**src/rtl/serial_sub_pkg.sv**
```systemverilog
// serial_sub shared types and constants.
// Imported by the bit-serial subtractor top.
package serial_sub_pkg;

  localparam int DEF_WIDTH = 8;

  typedef enum logic [1:0] {
    IDLE = 2'd0,
    RUN  = 2'd1,
    DONE = 2'd2
  } state_e;

endpackage

```
**src/rtl/half_sub.sv**
```systemverilog
// Half subtractor: diff = x - y, borrow out when x < y.
// Two of these plus an OR make the per-bit full subtractor.
module half_sub (
  input  logic x,
  input  logic y,
  output logic diff,
  output logic bout
);

  assign diff = x ^ y;
  assign bout = ~x & y;

endmodule

```
**src/rtl/serial_sub.sv**
```systemverilog
// Bit-serial unsigned subtractor, LSB first, registered borrow.
// start/busy/done handshake; d and bo held until the next launch.
module serial_sub
  import serial_sub_pkg::*;
#(
  parameter int WIDTH = DEF_WIDTH
) (
  input  logic             clk,
  input  logic             rst,
  input  logic             start,
  input  logic [WIDTH-1:0] a,
  input  logic [WIDTH-1:0] b,
  output logic             busy,
  output logic             done,
  output logic [WIDTH-1:0] d,
  output logic             bo
);

  localparam int CNT_W = $clog2(WIDTH);
  localparam logic [CNT_W-1:0] LAST = CNT_W'(WIDTH - 1);

  state_e           state_q, state_d;
  logic [WIDTH-1:0] a_q, a_d;
  logic [WIDTH-1:0] b_q, b_d;
  logic [WIDTH-1:0] sh_q, sh_d;
  logic [WIDTH-1:0] d_q, d_d;
  logic [CNT_W-1:0] cnt_q, cnt_d;
  logic             br_q, br_d;
  logic             bo_q, bo_d;

  logic diff1, bout1;
  logic diff, bout2;
  logic bnext;

  half_sub u_hs0 (
    .x    (a_q[0]),
    .y    (b_q[0]),
    .diff (diff1),
    .bout (bout1)
  );

  half_sub u_hs1 (
    .x    (diff1),
    .y    (br_q),
    .diff (diff),
    .bout (bout2)
  );

  assign bnext = bout1 | bout2;

  always_ff @(posedge clk or posedge rst) begin
    if (rst) begin
      state_q <= IDLE;
      a_q     <= '0;
      b_q     <= '0;
      sh_q    <= '0;
      d_q     <= '0;
      cnt_q   <= '0;
      br_q    <= 1'b0;
      bo_q    <= 1'b0;
    end else begin
      state_q <= state_d;
      a_q     <= a_d;
      b_q     <= b_d;
      sh_q    <= sh_d;
      d_q     <= d_d;
      cnt_q   <= cnt_d;
      br_q    <= br_d;
      bo_q    <= bo_d;
    end
  end

  always_comb begin
    state_d = state_q;
    a_d     = a_q;
    b_d     = b_q;
    sh_d    = sh_q;
    d_d     = d_q;
    cnt_d   = cnt_q;
    br_d    = br_q;
    bo_d    = bo_q;
    unique case (state_q)
      IDLE, DONE: begin
        if (start) begin
          a_d     = a;
          b_d     = b;
          sh_d    = '0;
          cnt_d   = '0;
          br_d    = 1'b0;
          state_d = RUN;
        end else begin
          state_d = IDLE;
        end
      end
      RUN: begin
        a_d  = a_q >> 1;
        b_d  = b_q >> 1;
        sh_d = {diff, sh_q[WIDTH-1:1]};
        br_d = bnext;
        if (cnt_q == LAST) begin
          // Result registers load on the final bit so DONE sees them.
          d_d     = {diff, sh_q[WIDTH-1:1]};
          bo_d    = bnext;
          state_d = DONE;
        end else begin
          cnt_d = cnt_q + 1'b1;
        end
      end
      default: state_d = IDLE;
    endcase
  end

  assign busy = (state_q == RUN);
  assign done = (state_q == DONE);
  assign d    = d_q;
  assign bo   = bo_q;

endmodule

```
**config.mk**
```make
export PLATFORM = sky130hd
export DESIGN_NAME = serial_sub
export DESIGN_NICKNAME = d
export VERILOG_FILES = /design/src/rtl/serial_sub_pkg.sv /design/src/rtl/half_sub.sv /design/src/rtl/serial_sub.sv
export SDC_FILE = /design/constraint.sdc
export NUM_CORES = 1
export LEC_CHECK = 0
export BUFFER_PORTS_ARGS = -buffer_cell sky130_fd_sc_hd__buf_2
export CAP_MARGIN = 20
export CORE_MARGIN = 2
export CORE_UTILIZATION = 45
export DETAILED_ROUTE_END_ITERATION = 10
export PLACE_DENSITY = 0.76
export SETUP_SLACK_MARGIN = 0.02
export SLEW_MARGIN = 15
export SYNTH_ARGS = -nofsm -noshare
export SYNTH_HDL_FRONTEND = slang
export SYNTH_SLANG_ARGS = --single-unit
```
**constraint.sdc**
```tcl
create_clock -name clk -period 2.2 [get_ports clk]
set_input_delay 0.11 -clock clk [delete_from_list [all_inputs] [get_ports clk]]
set_output_delay 0.11 -clock clk [all_outputs]
set_load 0.005 [all_outputs]
```
==> impl_metrics.env <==
export IMPL_drt_iter0_drc=60
export IMPL_cp_required_ns=2.42
export IMPL_grt_pass1_vias=1272
export IMPL_run_status="finished clean"
export IMPL_synth_fp_nets=178
export IMPL_tightestPinTransition_ns=0.629
export IMPL_power_density_nw_per_um2=1210
export IMPL_die_y_um=71.3
export IMPL_grt_ovfl_total=0
export IMPL_avgSynthCellArea_um2=13.1
export IMPL_num_vias=1256
export IMPL_cts_setup_buffers=0
export IMPL_vdd_drop_max_mv=0.700
export IMPL_area_growth_pct=11.8
export IMPL_maxCapViolCount=0
export IMPL_end_kind="register"
export IMPL_finalSetupViolations=0
export IMPL_insertion_delay_ns=0.29
export IMPL_wire_per_inst_um=14.0
export IMPL_fmax_ghz=0.561
export IMPL_path_clk_slew_ns=0.08
export IMPL_grt_max_degree=41
export IMPL_numCtsBuffers=5
export IMPL_gp_congestion=0.673
export IMPL_dieArea_um2=5080
export IMPL_synth_seq_cells=38
export IMPL_cp_slowest_cell="nand3b_1"
export IMPL_cp_top_family="simple AND/OR/NAND/NOR gates"
export IMPL_root_buffer="clkbuf_8"
export IMPL_hold_viol_final=0
export IMPL_wl_mm=3.36
export IMPL_rsz0062_at_grt="false"
export IMPL_worstSetupPathType="reg2reg"
export IMPL_rows=24
export IMPL_power_mw=2.75
export IMPL_crit_arrival_ns=2.00
export IMPL_crit_chain="ha_1, ha_1, nand3b_1, buf_4, mux2i_1"
export IMPL_setup_tns_ns=0
export IMPL_crit_path_max_fanout=9
export IMPL_critPathMaxStageDelay_ns=0.48
export IMPL_pin_count=30
export IMPL_io_buffer_count=29
export IMPL_crit_path_start_kind="register"
export IMPL_synth_distinct_cells=30
export IMPL_crit_top_cell="ha_1"
export IMPL_dr_pass1_iters=4
export IMPL_cts_resized=0
export IMPL_cts_tree="built"
export IMPL_cts_sinks=38
export IMPL_clock_skew_ns=0.00735
export IMPL_grt_pass1_wl_mm=5.81
export IMPL_clockBufferDepth=2
export IMPL_drv_slew=0
export IMPL_nNetsFinal=209
export IMPL_ant_nets=0
export IMPL_antenna_cells=0
export IMPL_period_share_pct=81.1
export IMPL_critical_path_buf_inv_count=1
export IMPL_relSlewSlack_pct=58.1
export IMPL_drive_above_1_share_pct=27.1
export IMPL_syn_inst=156
export IMPL_drc=0
export IMPL_hold_path_class="in2reg"
export IMPL_ys_warn_count=0
export IMPL_grt_util_all_layers_pct=14.7
export IMPL_leakagePower_nw=1.17
export IMPL_synth_area_um2=2040
export IMPL_antenna_found_initial=0
export IMPL_min_period_ns=1.78
export IMPL_die_x_um=71.3
export IMPL_fill_cells=379
export IMPL_start_util_pct=46.8
export IMPL_cts_htree_levels=2
export IMPL_vias_per_cell=5.23
export IMPL_coreArea_um2=4350
export IMPL_seq_area_frac_synth_pct=46.7
export IMPL_hpwl_mm=2.21
[layout make-up]
class	count	area, um2	share of cell area [%]
flip-flops and latches	38	951	41.8
multi-input cells	99	943	41.4
repair buffers	35	193	8.46
clock buffers	6	82.6	3.63
well taps	52	65.1	2.86
inverters	8	30.0	1.32
clock inverters	2	12.5	0.549
[power breakdown]
group / internal [mW] / total [mW] / leakage, nW / switching [mW]
Combinational: 0.569 / 1.03 / 0.640 / 0.462
Clock: 0.252 / 0.509 / 0.0472 / 0.257
Sequential: 0.995 / 1.21 / 0.485 / 0.214
Total: 1.82 / 2.75 / 1.17 / 0.932
[cell usage in the layout (no fill, tap or decap), drive strengths merged, types with 3 or more instances in the layout]
master and instances:
mux2i 53, dfrtp 38, buf 34, mux2 8, inv 8, nand2b 7, clkbuf 6, nand3b 4
o31ai 3
[synth_stat cells, drive strengths merged]
library cell,n,area share (%)
nand3b,4,1.5
nand3,2,0.49
mux2i,53,26
buf,11,5.5
nor2,1,0.31
ha,2,1.2
o21ai,2,0.49
dfrtp,38,47
or4bb,1,0.55
and2b,1,0.37
inv,8,1.5
nand2,2,0.37
mux2,8,5.9
o221ai,1,0.43
nand2b,7,2.1
or4b,1,0.49
a311o,1,0.49
or3b,1,0.43
o31ai,3,1.1
a21o,1,0.37
o211a,1,0.49
a31o,1,0.43
fa,1,0.98
nor3b,2,0.74
o211ai,1,0.37
nor2b,2,0.61
[metrics by stage]
step	hold slack, ns	worst slack, ns	util, %	instance area (um2)	instances
final	0.103	0.416	52.3	2280	240
after global routing	0.112	0.263	52.3	2280	240
after CTS	0.0978	0.411	52.3	2280	240
after detailed placement	0.256	0.419	49.9	2170	231
after global placement	0.250	0.452	49.9	2170	231
after floorplan	0.295	0.725	-	2040	156
[final timing paths]
path                                      start  depth (start not counted)  slack (ns)                  to
hold reg to reg                d[3]$_DFFE_PP0P_                          1        0.52    d[3]$_DFFE_PP0P_
setup / recovery           cnt_q[0]$_DFFE_PP0P_                          5        0.42      bo$_DFFE_PP0P_
max in group asynchronous                   rst                          4        1.39    d[1]$_DFFE_PP0P_
hold / removal                             b[7]                          3        0.10  b_q[7]$_DFFE_PP0P_
setup reg to reg           cnt_q[0]$_DFFE_PP0P_                          5        0.42      bo$_DFFE_PP0P_
min in group asynchronous                   rst                          4        0.46  b_q[5]$_DFFE_PP0P_
[tightest hold or removal path: stages]
cell and delay [ns]:
buf_2 0.08, mux2i_1 0.05, o21ai_1 0.11
[state kept, by name (all words and copies together), names as in the netlist]
signal / flops
a_q: 8
bo: 1
cnt_q: 3
br_q: 1
b_q: 8
state_q: 2
d: 8
sh_q: 7
[logic make-up after synthesis]
logic type | synth area share (%)
AO/OA/AOI/OAI | 4.18
adder cells (fa/ha/maj) | 2.21
buffers and inverters | 7.00
flip-flops | 46.7
multiplexers | 31.9
AND/OR/NAND/NOR | 7.99
[what timing repair did]
action	in CTS	in global routing
setup endpoints to repair	0	0
hold buffers	1	0
hold endpoints to repair	38	0
[layer usage]
metal  up-vias  share of wire [%]  track usage (%)
met2        28                 45             22.0
met4         0                1.1             5.03
met1       608                 50             19.8
met5         -                  0                0
met3         4                4.1             5.20
li1        616                  -                -
Power figures use the tool's default switching activity.
